File: src/rtl/trap_controller_if.sv
// Trap controller bus: core-control and CSR-file signals around the trap sequencer.
//   slave  : seen by trap_controller (core/CSR values in, trap strobes and redirect out)
//   master : seen by the core/CSR side driving the controller
interface trap_controller_if;
  // interrupt sources
  logic        irq_ext;
  logic        irq_soft;
  logic        irq_timer;
  // execute-stage instruction info
  logic        instr_valid;
  logic [31:0] pc;
  logic        exc_ecall;
  logic        exc_illegal;
  logic [31:0] exc_tval;
  logic        mret;
  // CSR file state
  logic        mstatus_mie;
  logic [31:0] mie;
  logic [31:0] mtvec;
  logic [31:0] mepc_in;
  // controller results
  logic        stall;
  logic        trap_we;
  logic [31:0] trap_mepc;
  logic [31:0] trap_mcause;
  logic [31:0] trap_mtval;
  logic        mret_we;
  logic        redirect_valid;
  logic [31:0] redirect_pc;
  logic [31:0] mip;

  modport slave (
    input  irq_ext, irq_soft, irq_timer,
    input  instr_valid, pc, exc_ecall, exc_illegal, exc_tval, mret,
    input  mstatus_mie, mie, mtvec, mepc_in,
    output stall, trap_we, trap_mepc, trap_mcause, trap_mtval,
    output mret_we, redirect_valid, redirect_pc, mip
  );

  modport master (
    output irq_ext, irq_soft, irq_timer,
    output instr_valid, pc, exc_ecall, exc_illegal, exc_tval, mret,
    output mstatus_mie, mie, mtvec, mepc_in,
    input  stall, trap_we, trap_mepc, trap_mcause, trap_mtval,
    input  mret_we, redirect_valid, redirect_pc, mip
  );
endinterface

File: src/rtl/trap_controller.sv
// Machine-mode trap sequencer. Picks the highest-priority exception/interrupt for the
// instruction in execute, strobes mepc/mcause/mtval/mstatus into the CSR file, then
// redirects fetch to the handler; MRET strobes the mstatus restore and redirects to mepc.
// Ports:
//   clk  rising-edge clock
//   rst  asynchronous active-high reset
//   bus  trap_controller_if.slave: irq/instruction/CSR inputs; stall, trap_*, mret_we,
//        redirect_*, mip outputs (all registered)
module trap_controller #(
  parameter int unsigned SYNC_STAGES = 2,
  parameter bit          VECTORED_EN = 1'b1
) (
  input logic            clk,
  input logic            rst,
  trap_controller_if.slave bus
);

  localparam int unsigned XLEN        = 32;
  localparam int unsigned IRQ_EXT_BIT = 11;
  localparam int unsigned IRQ_TMR_BIT = 7;
  localparam int unsigned IRQ_SW_BIT  = 3;

  localparam logic [XLEN-1:0] CAUSE_ILLEGAL = 32'h0000_0002;
  localparam logic [XLEN-1:0] CAUSE_ECALL   = 32'h0000_000B;
  localparam logic [XLEN-1:0] CAUSE_EXT     = 32'h8000_000B;
  localparam logic [XLEN-1:0] CAUSE_SOFT    = 32'h8000_0003;
  localparam logic [XLEN-1:0] CAUSE_TIMER   = 32'h8000_0007;

  typedef enum logic [1:0] {
    IDLE   = 2'd0,
    ENTER  = 2'd1,
    VECTOR = 2'd2,
    RETURN = 2'd3
  } state_t;

  state_t state_q, state_d;

  // captured cause: interrupt flag and low code bits are all the vector target needs
  logic       cause_irq_q, cause_irq_d;
  logic [4:0] cause_code_q, cause_code_d;

  logic [SYNC_STAGES-1:0] ext_sync_q;
  logic [XLEN-1:0]        pending_c;
  logic [XLEN-1:0]        enabled_c;
  logic                   irq_take_c;
  logic [XLEN-1:0]        vector_pc_c;
  logic [XLEN-1:0]        cause_c;
  logic [XLEN-1:0]        tval_c;

  logic            stall_d, trap_we_d, mret_we_d, redirect_valid_d;
  logic [XLEN-1:0] trap_mepc_d, trap_mcause_d, trap_mtval_d, redirect_pc_d;

  // irq_ext synchroniser
  always_ff @(posedge clk or posedge rst) begin
    if (rst) begin
      ext_sync_q <= '0;
    end else begin
      ext_sync_q <= {ext_sync_q[SYNC_STAGES-2:0], bus.irq_ext};
    end
  end

  // pending vector; soft/timer are already clock-synchronous
  always_comb begin
    pending_c              = '0;
    pending_c[IRQ_EXT_BIT] = ext_sync_q[SYNC_STAGES-1];
    pending_c[IRQ_TMR_BIT] = bus.irq_timer;
    pending_c[IRQ_SW_BIT]  = bus.irq_soft;
  end

  assign enabled_c  = pending_c & bus.mie;
  assign irq_take_c = bus.mstatus_mie && (enabled_c != '0);

  // handler target; vectored mode only offsets interrupts
  always_comb begin
    vector_pc_c = {bus.mtvec[XLEN-1:2], 2'b00};
    if (VECTORED_EN && (bus.mtvec[1:0] == 2'b01) && cause_irq_q) begin
      vector_pc_c = vector_pc_c + XLEN'({cause_code_q, 2'b00});
    end
  end

  // state register
  always_ff @(posedge clk or posedge rst) begin
    if (rst) begin
      state_q      <= IDLE;
      cause_irq_q  <= 1'b0;
      cause_code_q <= '0;
    end else begin
      state_q      <= state_d;
      cause_irq_q  <= cause_irq_d;
      cause_code_q <= cause_code_d;
    end
  end

  // next state and next registered outputs
  always_comb begin
    state_d          = state_q;
    cause_irq_d      = cause_irq_q;
    cause_code_d     = cause_code_q;
    cause_c          = '0;
    tval_c           = '0;
    trap_we_d        = 1'b0;
    trap_mepc_d      = '0;
    trap_mcause_d    = '0;
    trap_mtval_d     = '0;
    mret_we_d        = 1'b0;
    redirect_valid_d = 1'b0;
    redirect_pc_d    = '0;

    unique case (state_q)
      IDLE: begin
        if (bus.instr_valid) begin
          if (bus.exc_illegal) begin
            cause_c = CAUSE_ILLEGAL;
            tval_c  = bus.exc_tval;
            state_d = ENTER;
          end else if (bus.exc_ecall) begin
            cause_c = CAUSE_ECALL;
            state_d = ENTER;
          end else if (irq_take_c) begin
            if (enabled_c[IRQ_EXT_BIT]) begin
              cause_c = CAUSE_EXT;
            end else if (enabled_c[IRQ_SW_BIT]) begin
              cause_c = CAUSE_SOFT;
            end else begin
              cause_c = CAUSE_TIMER;
            end
            state_d = ENTER;
          end else if (bus.mret) begin
            state_d = RETURN;
          end
        end

        if (state_d == ENTER) begin
          cause_irq_d   = cause_c[XLEN-1];
          cause_code_d  = cause_c[4:0];
          trap_we_d     = 1'b1;
          trap_mepc_d   = bus.pc;
          trap_mcause_d = cause_c;
          trap_mtval_d  = tval_c;
        end else if (state_d == RETURN) begin
          mret_we_d        = 1'b1;
          redirect_valid_d = 1'b1;
          redirect_pc_d    = bus.mepc_in;
        end
      end

      ENTER: begin
        state_d          = VECTOR;
        redirect_valid_d = 1'b1;
        redirect_pc_d    = vector_pc_c;
      end

      VECTOR: state_d = IDLE;

      RETURN: state_d = IDLE;

      default: state_d = IDLE;
    endcase

    stall_d = (state_d != IDLE);
  end

  // registered outputs
  always_ff @(posedge clk or posedge rst) begin
    if (rst) begin
      bus.stall          <= 1'b0;
      bus.trap_we        <= 1'b0;
      bus.trap_mepc      <= '0;
      bus.trap_mcause    <= '0;
      bus.trap_mtval     <= '0;
      bus.mret_we        <= 1'b0;
      bus.redirect_valid <= 1'b0;
      bus.redirect_pc    <= '0;
      bus.mip            <= '0;
    end else begin
      bus.stall          <= stall_d;
      bus.trap_we        <= trap_we_d;
      bus.trap_mepc      <= trap_mepc_d;
      bus.trap_mcause    <= trap_mcause_d;
      bus.trap_mtval     <= trap_mtval_d;
      bus.mret_we        <= mret_we_d;
      bus.redirect_valid <= redirect_valid_d;
      bus.redirect_pc    <= redirect_pc_d;
      bus.mip            <= pending_c;
    end
  end

endmodule
File: src/flat_wrapper.sv
// flat-port wrapper written by rule: the top's interface ports become plain ports
module trap_controller_flat 
#(
  parameter int unsigned SYNC_STAGES = 2,
  parameter bit          VECTORED_EN = 1'b1
)
  (clk, rst, bus_irq_ext, bus_irq_soft, bus_irq_timer, bus_instr_valid, bus_pc, bus_exc_ecall, bus_exc_illegal, bus_exc_tval, bus_mret, bus_mstatus_mie, bus_mie, bus_mtvec, bus_mepc_in, bus_stall, bus_trap_we, bus_trap_mepc, bus_trap_mcause, bus_trap_mtval, bus_mret_we, bus_redirect_valid, bus_redirect_pc, bus_mip);
  trap_controller_if bus_i ();
  input logic clk;
  input logic rst;
  input wire logic [$bits(bus_i.irq_ext)-1:0] bus_irq_ext;
  input wire logic [$bits(bus_i.irq_soft)-1:0] bus_irq_soft;
  input wire logic [$bits(bus_i.irq_timer)-1:0] bus_irq_timer;
  input wire logic [$bits(bus_i.instr_valid)-1:0] bus_instr_valid;
  input wire logic [$bits(bus_i.pc)-1:0] bus_pc;
  input wire logic [$bits(bus_i.exc_ecall)-1:0] bus_exc_ecall;
  input wire logic [$bits(bus_i.exc_illegal)-1:0] bus_exc_illegal;
  input wire logic [$bits(bus_i.exc_tval)-1:0] bus_exc_tval;
  input wire logic [$bits(bus_i.mret)-1:0] bus_mret;
  input wire logic [$bits(bus_i.mstatus_mie)-1:0] bus_mstatus_mie;
  input wire logic [$bits(bus_i.mie)-1:0] bus_mie;
  input wire logic [$bits(bus_i.mtvec)-1:0] bus_mtvec;
  input wire logic [$bits(bus_i.mepc_in)-1:0] bus_mepc_in;
  output wire logic [$bits(bus_i.stall)-1:0] bus_stall;
  output wire logic [$bits(bus_i.trap_we)-1:0] bus_trap_we;
  output wire logic [$bits(bus_i.trap_mepc)-1:0] bus_trap_mepc;
  output wire logic [$bits(bus_i.trap_mcause)-1:0] bus_trap_mcause;
  output wire logic [$bits(bus_i.trap_mtval)-1:0] bus_trap_mtval;
  output wire logic [$bits(bus_i.mret_we)-1:0] bus_mret_we;
  output wire logic [$bits(bus_i.redirect_valid)-1:0] bus_redirect_valid;
  output wire logic [$bits(bus_i.redirect_pc)-1:0] bus_redirect_pc;
  output wire logic [$bits(bus_i.mip)-1:0] bus_mip;
  assign bus_i.irq_ext = bus_irq_ext;
  assign bus_i.irq_soft = bus_irq_soft;
  assign bus_i.irq_timer = bus_irq_timer;
  assign bus_i.instr_valid = bus_instr_valid;
  assign bus_i.pc = bus_pc;
  assign bus_i.exc_ecall = bus_exc_ecall;
  assign bus_i.exc_illegal = bus_exc_illegal;
  assign bus_i.exc_tval = bus_exc_tval;
  assign bus_i.mret = bus_mret;
  assign bus_i.mstatus_mie = bus_mstatus_mie;
  assign bus_i.mie = bus_mie;
  assign bus_i.mtvec = bus_mtvec;
  assign bus_i.mepc_in = bus_mepc_in;
  assign bus_stall = bus_i.stall;
  assign bus_trap_we = bus_i.trap_we;
  assign bus_trap_mepc = bus_i.trap_mepc;
  assign bus_trap_mcause = bus_i.trap_mcause;
  assign bus_trap_mtval = bus_i.trap_mtval;
  assign bus_mret_we = bus_i.mret_we;
  assign bus_redirect_valid = bus_i.redirect_valid;
  assign bus_redirect_pc = bus_i.redirect_pc;
  assign bus_mip = bus_i.mip;
  trap_controller #(.SYNC_STAGES(SYNC_STAGES), .VECTORED_EN(VECTORED_EN)) u_core (.clk(clk), .rst(rst), .bus(bus_i));
endmodule
File: config.mk
export PLATFORM = sky130hd
export DESIGN_NAME = trap_controller_flat
export DESIGN_NICKNAME = d
export VERILOG_FILES = /design/src/rtl/trap_controller_if.sv /design/src/rtl/trap_controller.sv /design/src/flat_wrapper.sv
export SDC_FILE = /design/constraint.sdc
export NUM_CORES = 1
export LEC_CHECK = 0
export ABC_AREA = 1
export BUFFER_PORTS_ARGS = -buffer_cell sky130_fd_sc_hd__clkbuf_2
export CAP_MARGIN = 40
export CORE_AREA = 2 2 129 131
export CTS_CLUSTER_SIZE = 14
export DETAILED_ROUTE_END_ITERATION = 8
export DIE_AREA = 0 0 131 133
export GPL_TIMING_DRIVEN = 0
export HOLD_SLACK_MARGIN = 0.02
export PLACE_DENSITY_LB_ADDON = 0.2
export SLEW_MARGIN = 20
export SYNTH_ARGS = -nofsm -noshare
export SYNTH_HDL_FRONTEND = slang
export SYNTH_SLANG_ARGS = --single-unit
export TNS_END_PERCENT = 30
File: constraint.sdc
create_clock -name clk -period 9.7 [get_ports clk]
set_input_delay 1.455 -clock clk [delete_from_list [all_inputs] [get_ports clk]]
set_output_delay 1.455 -clock clk [all_outputs]
set_load 0.01 [all_outputs]
==> run summary <==
The most used flip-flop cell after synthesis is dfrtp_1. The count of inserted antenna diode cells came out at 0. Together, buffers and inverters on the worst path number 1. The via total after detailed routing is around 4900.

The worst hold path begins at u_core.ext_sync_q[0]. The mux cell area share after synthesis is 0. In the finished design, the share of the clock period the worst path needs comes to 0.287. The highest cell delay on the worst timing path is 0.39 ns. The die is 131 um wide. The largest total area in the synthesized netlist belongs to dfrtp_1. The detailed router finished its first iteration with between 200 and 250 violations. The signal arrival time at the worst endpoint is 3.06 ns.

The via count of the first global-routing pass is 4857. The area share of fa/ha/maj cells after synthesis is 0.0127. After clock tree synthesis, the clock-pin slew on the worst setup and hold paths is ~0.06 ns. The count of endpoints failing hold in the final timing report is 0. The core box area is around 16000 sq um. The worst-case vdd ir drop came out at 0.117 mV. The area of the mapped netlist came out at 5510 sq um. Counting instances, the worst hold path has a depth of 0. The CTS tree is yes. The kind of start point of the critical path is an input pin. The shortest clock period the worst path allows after layout is about 2.8 ns.

Measured on the finished design, the core utilization comes to 0.484. The clock passes through at most 2 buffers. The initial antenna violation count came out at 0.

The number of clock buffers inserted by TritonCTS is 17. The first-pass GRT wire length came out at 24300 um. The initial core utilization is 0.341. The category of the worst setup path capture point is a register. The setup total negative slack came out at 0 ns. The tree is rooted in a clkbuf_16. Measured in cells, the most critical reg-to-reg path has a length of 8. The portion of synthesized cell area occupied by the leading cell type is 0.531. The fraction of power spent switching nets came out at 0.329. The fraction of synthesis flops using an asynchronous set or reset pin is 1.00. The post-CTS setup buffer count is 0. By startpoint and endpoint, the worst setup path is classified as input pin to register. The worst-case hold path end point is u_core.ext_sync_q[1]. The proportion of layout cells with a drive suffix above 1 is 0.360. The final HPWL from detailed placement is roughly 13000 um. The share of the Yosys chip area taken by registers is 0.531. Counting instances in the post-synthesis netlist gives the leading cell types as nand2_1, dfrtp_1, inv_1, nor2_1, buf_4. The first-pass detailed-route iteration total came out at 4.

The quantity of I/O buffers inserted on ports is roughly 250. The flow ran to the end, and the final reports show no timing, DRC or antenna violations. The design internal power came out at around 1100 uW. Among all cell types in the netlist, the one instantiated most often is nand2_1. Yosys attributes the largest share of cell area to dfrtp_1, nand2_1, buf_4, inv_1, nor2_1.

The I/O pin count came out at 334. The worst hold path belongs to the class register to register. In this run, post-CTS hold repair placed 0 buffers. The worst setup slack for register-to-register paths came out at between 7 and 8 ns. The synthesized design contains 0 enable-type register cells.

Across every metal layer, demand over resource in global routing totals 0.186. The number of max-slew violations in the final report is 0. The post-detailed-routing wire length came out at ~16000 um. The share of total power dissipated in combinational logic is 0.268. Broken down by cell family, the worst path's largest delay share belongs to adder cells. The via count normalized by instance count is approximately 4. The die footprint came out at 17400 sq um. Entering global routing, the biggest net connects 75 pins. The count of nets left with antenna violations once routing finished came out at 0.

The count of distinct cell types in the synthesized netlist is 33. Power spread over the standard cell area amounts to ~210 nW/um^2. Among all stages on the critical path, the largest delay is contributed by fa_1. The area fraction in compound gates after synthesis is 0.0395. The largest family of logic cells by synthesized area is simple AND/OR/NAND/NOR gates.

The congestion estimate from routability-driven global placement came to roughly 0.88. The data required time at the worst endpoint came out at around 10 ns. The H-tree was split into 4 levels. Of the total power, the clock network draws 0.360. Setup violations remaining at the end of the flow were counted as 0.

The mean routed wirelength per cell came out at ~13 um. The relative contribution of sequential cells to total power came out at 0.372. The net switching component of the power is roughly 540 uW. The clock arrives with 0.00790 ns of skew. The static leakage is between 0.004 and 0.005 uW. The cell area after layout came out at 7840 sq um. In this run the critical register-to-register path is captured at u_core.bus.redirect_pc[14]. The synthesized design contains between 100 and 150 register bits. The largest fanout of any net on the critical path is 4. After detailed routing, the number of remaining DRC violations is 0. At the pin with the least slew margin, the transition time is ~0.60 ns. The maximum operating frequency came out at 359 MHz. The floorplan step set the die height to between 100 and 150 um. The tool flagged a number of max-cap violations equal to 0. Setup repair after global routing left no endpoint under its margin. The count of filler cells inserted in the layout is between 1500 and 2000. The net count reported at finish came out at about 1200.

The startpoint identified for the worst register-to-register timing path is u_core.cause_code_q[0]. The fraction of the mapped netlist area in simple logic gates is 0.246. Gates resized during post-CTS repair numbered 0.

The total clock sinks came out at 117. The remaining max-slew budget at the tightest pin is 0.601. The number of instances in the synthesized netlist is 670. Walking the worst path, the cells encountered are clkbuf_2, ha_1, fa_1, nand2_1, nand3_1, nand3_1, nor2_1, o21ai_0, nand2_1. The per-instance average area after synthesis came out at between 8 and 9 sq um. Of the total synthesized cell area, the portion taken by XOR and XNOR cells is 0.00159. Yosys printed 0 warnings. Summing all placed instances gives a cell area of approximately 7300 sq um. The floorplan has 47 rows. The synthesis-to-finish area growth came out at 42.2%. The total global routing overflow came out at 0. The insertion delay of the later-clocked pin in the worst-skew pair is about 0.42 ns.
==> metrics by stage <==
step / std cells / hold WS [ns] / setup slack, ns / total power, uW
2_1_floorplan: 725 / 0.331 / 5.14 / 874
3_3_place_gp: 1193 / 0.336 / 3.63 / 1070
3_5_place_dp: 1194 / 0.346 / 6.50 / 1070
4_1_cts: 1226 / 0.359 / 6.95 / 1680
5_1_grt: 1226 / 0.373 / 6.75 / 1760
6_report: 1226 / 0.353 / 6.92 / 1650
==> cell families after synthesis <==
group	count (synthesis)
AND/OR/NAND/NOR	325
buffers and inverters	184
flip-flops	117
AO/OA/AOI/OAI	37
adder cells (fa/ha/maj)	5
XOR/XNOR	1
other	1
==> power groups by stage <==
stage / clock, uW / combinational, uW / sequential [uW]
final: 595 / 443 / 614
after global routing: 634 / 499 / 625
after CTS: 613 / 452 / 616
after detailed placement: 0 / 451 / 623
after global placement: 0 / 447 / 621
after floorplan: 0 / 204 / 669
==> layout by cell type (no fill, tap or decap), types with 2 or more instances in the layout <==
cell type,n
conb_1,56
clkinv_2,3
nand2_1,155
clkinv_4,5
nor2_2,2
nor2_1,108
ha_1,4
o21ai_0,13
or2_2,2
nor3_1,3
clkbuf_1,4
clkbuf_2,248
buf_4,56
dfrtp_1,117
clkbuf_16,17
a21o_1,2
o21bai_1,5
inv_1,111
clkinvlp_4,3
nand3b_1,3
nand4_1,10
nand3_2,3
nand2_2,3
buf_6,3
inv_6,3
buf_2,5
nand3_1,33
inv_2,3
a21oi_1,9
o21ai_1,5
==> metal layers <==
| metal | vias to the layer above | share of wire | global-route usage |
|---|---|---|---|
| met3 | 21 | 0.087 | 0.0655 |
| met1 | 2142 | 0.41 | 0.216 |
| met5 | - | 0 | 0 |
| li1 | 2552 | - | - |
| met4 | 0 | 0.015 | 0.0591 |
| met2 | 209 | 0.49 | 0.317 |
==> area by class of cell <==
| cell class | count | area, sq um | share of cell area |
|---|---|---|---|
| Multi-Input combinational cell | 424 | 1860 | 0.237 |
| Clock buffer | 18 | 439 | 0.0561 |
| Inverter | 115 | 437 | 0.0557 |
| Tap cell | 220 | 275 | 0.0351 |
| Sequential cell | 117 | 2930 | 0.374 |
| Buffer | 69 | 498 | 0.0636 |
| Timing Repair Buffer | 249 | 1270 | 0.162 |
| Clock inverter | 14 | 129 | 0.0164 |
==> worst max-delay path by stage <==
stage,from,end,slack (ns),depth (start not counted)
after global routing,bus_mtvec[2],u_core.bus.redirect_pc[10],6.75,11
after global placement,rst,u_core.bus.redirect_pc[30],3.63,2
final,bus_mtvec[2],u_core.bus.redirect_pc[14],6.92,9
after CTS,bus_mtvec[2],u_core.bus.redirect_pc[14],6.95,9
after detailed placement,bus_mtvec[2],u_core.bus.redirect_pc[14],6.50,9
after floorplan,rst,u_core.bus.mip[11],5.14,1
==> sequential cells by signal, summed over array words and instances (netlist names), 2 cells and up <==
name                    count
u_core.bus.mip              3
u_core.bus.trap_mtval      32
u_core.cause_code_q         4
u_core.state_q              2
u_core.bus.redirect_pc     32
u_core.bus.trap_mcause      5
u_core.bus.trap_mepc       32
u_core.ext_sync_q           2
Note: power is estimated with default switching activity, not from simulation.
